$ cat src/rtl/seq_detect_param.sv
// Runtime-programmable serial bit-sequence detector with registered match pulse and saturating counter.
// Optional build macro SEQ_DETECT_MASK_EN adds cfg_mask (per-position don't-care bits).
module seq_detect_param #(
   parameter int                 MAX_LEN     = 8,
   parameter int                 LEN_W       = 4,
   parameter int                 CNT_W       = 8,
   parameter logic [MAX_LEN-1:0] RST_PATTERN = 'h06,
   parameter int                 RST_LEN     = 3
) (
   input  logic               clk,
   input  logic               rst_n,
   input  logic               data,
   input  logic               data_valid,
   input  logic               cfg_load,
   input  logic [MAX_LEN-1:0] cfg_pattern,
   input  logic [LEN_W-1:0]   cfg_len,
   input  logic               cfg_overlap,
`ifdef SEQ_DETECT_MASK_EN
   input  logic [MAX_LEN-1:0] cfg_mask,
`endif
   input  logic               cnt_clr,
   output logic               match,
   output logic [CNT_W-1:0]   match_cnt
);

   localparam logic [LEN_W-1:0] LEN_MAX = LEN_W'(MAX_LEN);
   localparam logic [CNT_W-1:0] CNT_SAT = '1;

   logic [MAX_LEN-1:0] pattern_q;
   logic [MAX_LEN-1:0] mask_q;
   logic [MAX_LEN-1:0] len_mask;
   logic [MAX_LEN-1:0] win;
   logic [MAX_LEN-1:0] diff;
   logic [LEN_W-1:0]   len_q;
   logic [LEN_W-1:0]   fill_q;
   logic [LEN_W-1:0]   cfg_len_clamped;
   logic               overlap_q;
   logic               hit;

   // Only the previous MAX_LEN-1 bits ever reach the compare window, so the
   // oldest history bit is not stored.
   logic [MAX_LEN-2:0] hist_q;

`ifdef SEQ_DETECT_MASK_EN
   always_ff @(posedge clk or negedge rst_n) begin
      if (!rst_n) begin
         mask_q <= '0;
      end else if (cfg_load) begin
         mask_q <= cfg_mask;
      end
   end
`else
   assign mask_q = '0;
`endif

   always_comb begin
      cfg_len_clamped = (cfg_len > LEN_MAX) ? LEN_MAX : cfg_len;
      win             = {hist_q, data};
      len_mask        = '0;
      for (int i = 0; i < MAX_LEN; i++) begin
         len_mask[i] = (LEN_W'(i) < len_q);
      end
      diff = (win ^ pattern_q) & len_mask & ~mask_q;
      hit  = data_valid && !cfg_load && (len_q != '0) &&
             (fill_q >= (len_q - LEN_W'(1))) && (diff == '0);
   end

   always_ff @(posedge clk or negedge rst_n) begin
      if (!rst_n) begin
         pattern_q <= RST_PATTERN;
         len_q     <= LEN_W'(RST_LEN);
         overlap_q <= 1'b1;
         hist_q    <= '0;
         fill_q    <= '0;
         match     <= 1'b0;
      end else if (cfg_load) begin
         pattern_q <= cfg_pattern;
         len_q     <= cfg_len_clamped;
         overlap_q <= cfg_overlap;
         hist_q    <= '0;
         fill_q    <= '0;
         match     <= 1'b0;
      end else begin
         match <= hit;
         if (data_valid) begin
            if (hit && !overlap_q) begin
               hist_q <= '0;
               fill_q <= '0;
            end else begin
               hist_q <= win[MAX_LEN-2:0];
               if (fill_q != LEN_MAX) begin
                  fill_q <= fill_q + LEN_W'(1);
               end
            end
         end
      end
   end

   // Clear beats a coincident hit; the count sticks at all-ones.
   always_ff @(posedge clk or negedge rst_n) begin
      if (!rst_n) begin
         match_cnt <= '0;
      end else if (cnt_clr) begin
         match_cnt <= '0;
      end else if (hit && (match_cnt != CNT_SAT)) begin
         match_cnt <= match_cnt + CNT_W'(1);
      end
   end

endmodule

$ cat config.mk
export PLATFORM = sky130hd
export DESIGN_NAME = seq_detect_param
export DESIGN_NICKNAME = d
export VERILOG_FILES = /design/src/rtl/seq_detect_param.sv
export SDC_FILE = /design/constraint.sdc
export NUM_CORES = 1
export LEC_CHECK = 0
export CAP_MARGIN = 25
export CORE_MARGIN = 2
export CORE_UTILIZATION = 50
export DETAILED_ROUTE_END_ITERATION = 8
export GPL_ROUTABILITY_DRIVEN = 0
export PLACE_DENSITY = 0.78
export SKIP_LAST_GASP = 1
export SYNTH_ARGS = -nofsm -noshare
export SYNTH_HDL_FRONTEND = slang
export SYNTH_SLANG_ARGS = --single-unit
export TNS_END_PERCENT = 5
$ cat constraint.sdc
create_clock -name clk -period 4.9 [get_ports clk]
set_input_delay 0.49 -clock clk [delete_from_list [all_inputs] [get_ports clk]]
set_output_delay 0.49 -clock clk [all_outputs]
set_load 0.005 [all_outputs]
==> flow_summary.json, run 1 <==
{
  "status": "completed",
  "finalClockSkew_ns": 0.00459,
  "antenna_found_initial": 0,
  "die-area_um2": 4140,
  "vias": 1360,
  "final_nets": 224,
  "cp_slowest_cell": "or4_4",
  "postCtsSetupRepairBufs": 0,
  "cp.buffers_inverters": 1,
  "grt_pass1_vias": 1299,
  "power.density_nw_per_um2": 263,
  "core_area_um2": 3420,
  "synthArstFlopShare_pct": 100,
  "ys_top_cells_by_area": "dfrtp_1 39%, dfstp_2 7.2%, ha_1 6.9%",
  "grt_max_degree": 34,
  "slew_headroom_pct": 38.2,
  "hold_viol": 0,
  "synth_seq_area_share_pct": 45.7,
  "initial_core_util_pct": 53.3,
  "yosysUniqueCellTypes": 47,
  "cpLargestDelayFamily": "simple AND/OR/NAND/NOR gates",
  "portBuffers": 27,
  "hpwl_um": 2600,
  "cp_data_required_time_ns": 5.13,
  "path_cells": "inv_1 > ha_1 > xnor2_1 > ha_1 > o21ai_0 > nand2b_1 > o211ai_2 > or4_4 > o31a_2 > o21ba_2",
  "drive_gt1_share_pct": 16.3,
  "cts_resized": 0,
  "postRouteAntennaNets": 0,
  "grt_pass1_wl_um": 5860,
  "arrival_ns": 3.12,
  "h-tree-depth": 2,
  "layout_commonest_cell": "dfrtp_1",
  "pre_cts_ws_ns": 1.89,
  "place_area_um2": 2110,
  "worstSetupEndpointType": "flip-flop",
  "max_freq_mhz": 346,
  "die_h_um": 64.3,
  "rows": 21,
  "routedWlPerCell_um": 14.6,
  "synth_edf_count": 0,
  "max_stage_delay_ns": 0.61,
  "hold_class": "reg -> reg",
  "area_growth_pct": 19.9,
  "cp_max_fo": 10,
  "grt_util_all_layers_pct": 18.1,
  "worst_slack_ns": 2.01,
  "maxCapViolations": 0,
  "post_drt_via_cell_ratio": 5.62,
  "cts_buffers": 5,
  "hold_buffers": 0,
  "clk_pin_slew_ns": 0.10,
  "routed_wl_um": 3540,
  "design_area_um2": 2180,
  "tns_ns": 0,
  "syn-cell-area_um2": 1820,
  "clk_latency_ns": 0.33,
  "path_class": "reg -> reg",
  "rsz0062_at_grt": "no",
  "fin_crit_sh_pct": 59.0,
  "avgSynthCellArea_um2": 11.0,
  "gr-total-overflow": 0,
  "cts.path.max_buffers": 2,
  "fillers": 273,
  "cp-start-kind": "flip-flop",
  "tightest_slew_ns": 0.924,
  "cts_tree": "built",
  "netlist_instances": 166,
  "power_w": 0.000573,
  "fin_cells": 242,
  "drt_iter0_drc": 87,
  "post-route-min-period_ns": 2.89,
  "setup_viol": 0,
  "numClockSinks": 33,
  "synth_top_area_share_pct": 38.5,
  "ys_ff_latch": 33,
  "ir_worst_vdd_mv": 0.201,
  "dp_cells": 234,
  "slew_viol_final": 0,
  "crit_top_cell": "ha_1",
  "io_pins": 28,
  "root_buffer": "clkbuf_4",
  "antenna-diode-count": 0,
  "first_pass_iters": 4,
  "yosys.area.top_type": "dfrtp_1",
  "synth_flop_cell": "dfrtp_1",
  "ys_warn_count": 0,
  "drc": 0,
  "final_cell_mix": "28 x dfrtp_1, 27 x clkdlybuf4s50_1, 10 x o21ai_0, 10 x mux2_2, 10 x ha_1",
  "p_leak_nw": 0.909,
  "die_w_um": 64.3,
  "syn-num-nets": 195
}
-- cells in the mapped netlist, drive strengths merged (2+ instances only) --
library cell  instances
a21oi                10
a22o                  7
buf                   3
clkbuf                3
dfrtp                28
dfstp                 5
ha                   10
inv                   8
mux2                 10
mux2i                 2
nand2                 5
nand2b                5
nand3                 3
nand3b                4
nor2                  6
nor3                  7
nor4                  2
o211ai                2
o21ai                10
o31a                  2
or3                   4
xnor2                 7
xor2                  6
-- metrics by stage --
stage | util (%) | hold WS (ns)
after detailed placement | 61.8 | 0.509
after CTS | 63.9 | 0.535
after global routing | 63.9 | 0.559
final | 63.9 | 0.535
after global placement | 61.8 | 0.507
after floorplan | - | 0.194
-- state kept, by name (all words and copies together), names as in the netlist --
| register | cells |
|---|---|
| match | 1 |
| hist_q | 7 |
| match_cnt | 8 |
| len_q | 4 |
| pattern_q | 8 |
| fill_q | 4 |
| overlap_q | 1 |
-- final timing paths --
check	from	cells after the start	slack, ns	endpoint
max in group asynchronous	rst_n	2	4.03	pattern_q[2]
setup reg to reg	len_q[0]	10	2.01	match_cnt[5]
hold reg to reg	hist_q[6]	1	0.53	hist_q[6]
setup / recovery	len_q[0]	10	2.01	match_cnt[5]
min in group asynchronous	rst_n	2	0.54	match
hold / removal	hist_q[6]	1	0.53	hist_q[6]
-- worst reg2reg max path, delay by kind of cell (launching register included) --
kind,cells,cell delay (ns)
buf+inv,1,0.08
xor+xnor,1,0.16
flops,1,0.58
fa+ha+maj,2,0.55
compound gates,4,0.70
simple gates,2,0.72
-- power breakdown --
group / leakage [nW] / switching (W) / internal (W) / total, W
registers: 0.424 / 0.0000157 / 0.000289 / 0.000304
clock network: 0.0413 / 0.0000913 / 0.0000831 / 0.000174
logic: 0.443 / 0.0000452 / 0.0000490 / 0.0000942
total: 0.909 / 0.000152 / 0.000421 / 0.000573
-- cell type report --
cell class / instances / area (um^2) / share of cell area, %
clock buffers: 7 / 65.1 / 2.98
flip-flops and latches: 33 / 832 / 38.1
well taps: 46 / 57.6 / 2.64
repair buffers: 28 / 278 / 12.7
inverters: 8 / 30.0 / 1.38
multi-input cells: 119 / 915 / 41.9
clock inverters: 1 / 5.00 / 0.229
-- cells by family (layout without fill, tap and decap cells) --
family / count (synthesis) / after routing / share of synthesized area [%]
AO/OA/AOI/OAI: 40 / 40 / 15.8
XOR/XNOR: 13 / 13 / 6.26
adder cells (fa/ha/maj): 10 / 10 / 6.88
buffers and inverters: 14 / 44 / 3.99
flip-flops: 33 / 33 / 45.7
multiplexers: 12 / 12 / 7.29
AND/OR/NAND/NOR: 44 / 44 / 14.1
-- layer usage --
layer / vias to the layer above / part of all wire [%] / track usage (%)
li1: 667 / - / -
met1: 668 / 47 / 24.1
met2: 20 / 47 / 29.8
met3: 5 / 4.0 / 3.17
met4: 0 / 1.1 / 6.38
met5: - / 0 / 0
Power figures use the tool's default switching activity.
==> inputs of run 2 (changes only) <==
CORE_UTILIZATION = 48   (was 50)
clock period = 2.62 ns   (was 4.9 ns; I/O delays follow)
==> run 2 against run 1 <==
Against the previous run: sequential share of layout area fell by 2.6 points; combinational power rose by 140%; the flow now finishes with violations (setup timing); via count rose by 4.6%; clock power rose by 140%; flip-flop and latch count did not move; highest routed layer unchanged; core utilization rose by 0.061 points; setup slack got worse by 2.0 ns; critical path type unchanged.
==> flow_summary.json, run 2 (same netlist as run 1, synthesis figures left out) <==
{
  "hold_viol": 0,
  "power_w": 0.00121,
  "die_h_um": 65.6,
  "pre_cts_ws_ns": -0.0317,
  "final_nets": 234,
  "portBuffers": 27,
  "cpLargestDelayFamily": "simple AND/OR/NAND/NOR gates",
  "arrival_ns": 2.82,
  "grt_pass1_vias": 1442,
  "h-tree-depth": 2,
  "ir_worst_vdd_mv": 0.335,
  "path_class": "reg -> reg",
  "grt_util_all_layers_pct": 20.4,
  "largestRegisters": "match_cnt x8, pattern_q x8, hist_q x7",
  "cp-start-kind": "flip-flop",
  "grt_pass1_wl_um": 6610,
  "fin_cells": 254,
  "gr-total-overflow": 0,
  "die_w_um": 65.6,
  "post-route-min-period_ns": 2.66,
  "max_freq_mhz": 377,
  "drc": 0,
  "setup_viol": 1,
  "tightest_slew_ns": 0.504,
  "fin_crit_sh_pct": 101,
  "post_drt_via_cell_ratio": 5.60,
  "max_stage_delay_ns": 0.57,
  "cp.buffers_inverters": 2,
  "cp.depth": 11,
  "rows": 22,
  "antenna_found_initial": 0,
  "root_buffer": "clkbuf_8",
  "clk_pin_slew_ns": 0.07,
  "rsz0062_at_grt": "yes",
  "drive_gt1_share_pct": 23.3,
  "io_pins": 28,
  "place_area_um2": 2150,
  "vias": 1423,
  "grt_max_degree": 34,
  "cts.path.max_buffers": 2,
  "cp_slowest_cell": "dfstp_2",
  "area_growth_pct": 28.7,
  "fillers": 303,
  "maxCapViolations": 0,
  "first_pass_iters": 5,
  "finalClockSkew_ns": 0.00301,
  "routedWlPerCell_um": 15.9,
  "seq_area_um2": 832,
  "initial_core_util_pct": 49.7,
  "hold_class": "in -> async",
  "violations": "setup timing",
  "rr_endpoint": "match_cnt[6]",
  "hold_buffers": 0,
  "worstSetupEndpointType": "flip-flop",
  "cp_max_fo": 4,
  "drt_iter0_drc": 59,
  "cts_tree": "built",
  "slew_viol_final": 0,
  "slew_headroom_pct": 66.1,
  "hpwl_um": 2770,
  "postRouteAntennaNets": 0,
  "numClockSinks": 33,
  "layout_commonest_cell": "dfrtp_1",
  "clk_latency_ns": 0.28,
  "path_cells": "inv_2 > ha_4 > xnor2_1 > ha_1 > o21ai_1 > nand2b_1 > o211ai_2 > buf_4 > or3_2 > nor4b_1 > nor3_1",
  "antenna-diode-count": 0,
  "die-area_um2": 4300,
  "dp_cells": 240,
  "worst_slack_ns": -0.0354,
  "utilization_pct": 63.9,
  "r2r_start": "len_q[0]",
  "multi_input_area_um2": 961,
  "cts_buffers": 5,
  "routed_wl_um": 4030,
  "core_area_um2": 3660,
  "r2r_cells": 11,
  "reg2reg_slack_ns": -0.04,
  "power.density_nw_per_um2": 518,
  "cp_data_required_time_ns": 2.78,
  "final_cell_mix": "28 x dfrtp_1, 27 x clkdlybuf4s50_1, 10 x mux2_2, 10 x buf_4",
  "p_leak_nw": 0.977,
  "status": "finished with violations",
  "design_area_um2": 2340
}
run 2: power by group:
part / leakage, nW / switching, W / internal [W] / total (W)
registers: 0.424 / 0.0000259 / 0.000540 / 0.000566
logic: 0.498 / 0.000107 / 0.000115 / 0.000222
clock network: 0.0542 / 0.000186 / 0.000237 / 0.000423
run 2: worst register-to-register path, delay by kind of cell, from the launching register on:
kind,cells,cell delay [ns]
AO/OA/AOI/OAI,2,0.17
XOR/XNOR,1,0.12
buffers and inverters,2,0.24
adder cells (fa/ha/maj),2,0.45
AND/OR/NAND/NOR,4,0.97
flip-flops,1,0.57
run 2: through the flow:
step | hold slack [ns] | TNS (ns)
global placement | 0.504 | 0
detailed placement | 0.508 | -0.0317
CTS | 0.406 | -0.0426
finish | 0.394 | -0.0354
global route | 0.442 | -0.261
floorplan | -0.0336 | 0
run 2: what timing repair did:
item,4_1_cts,5_1_grt
setup endpoints to repair,2,8
gates cloned,0,0
pin swaps,7,1
hold endpoints to repair,0,0
resized for setup,10,1
buffers inserted,6,0
run 2: routing by layer:
| layer | global-route usage [%] | up-vias | routed length, um |
|---|---|---|---|
| li1 | - | 687 | - |
| met1 | 25.4 | 694 | 1770 |
| met2 | 34.8 | 35 | 2020 |
| met3 | 4.11 | 7 | 167 |
| met4 | 7.81 | 0 | 71 |
| met5 | 0 | - | 0 |
run 2: final cells by class:
class / count / share of cell area, %
multi-input combinational: 119 / 41.0
clock inverter: 1 / 0.214
tap: 48 / 2.57
clock buffer: 7 / 4.12
inverter: 8 / 1.28
sequential: 33 / 35.5
timing repair buffer: 38 / 15.2
run 2: worst max-delay path by stage:
| stage | to | slack, ns | from |
|---|---|---|---|
| 3_3_place_gp | match_cnt[5] | 0.08 | len_q[1] |
| 3_5_place_dp | match_cnt[5] | -0.03 | len_q[1] |
| 6_report | match_cnt[6] | -0.04 | len_q[0] |
| 5_1_grt | match_cnt[6] | -0.09 | len_q[0] |
| 4_1_cts | match_cnt[5] | -0.04 | len_q[0] |
| 2_1_floorplan | match_cnt[5] | 0.05 | len_q[1] |
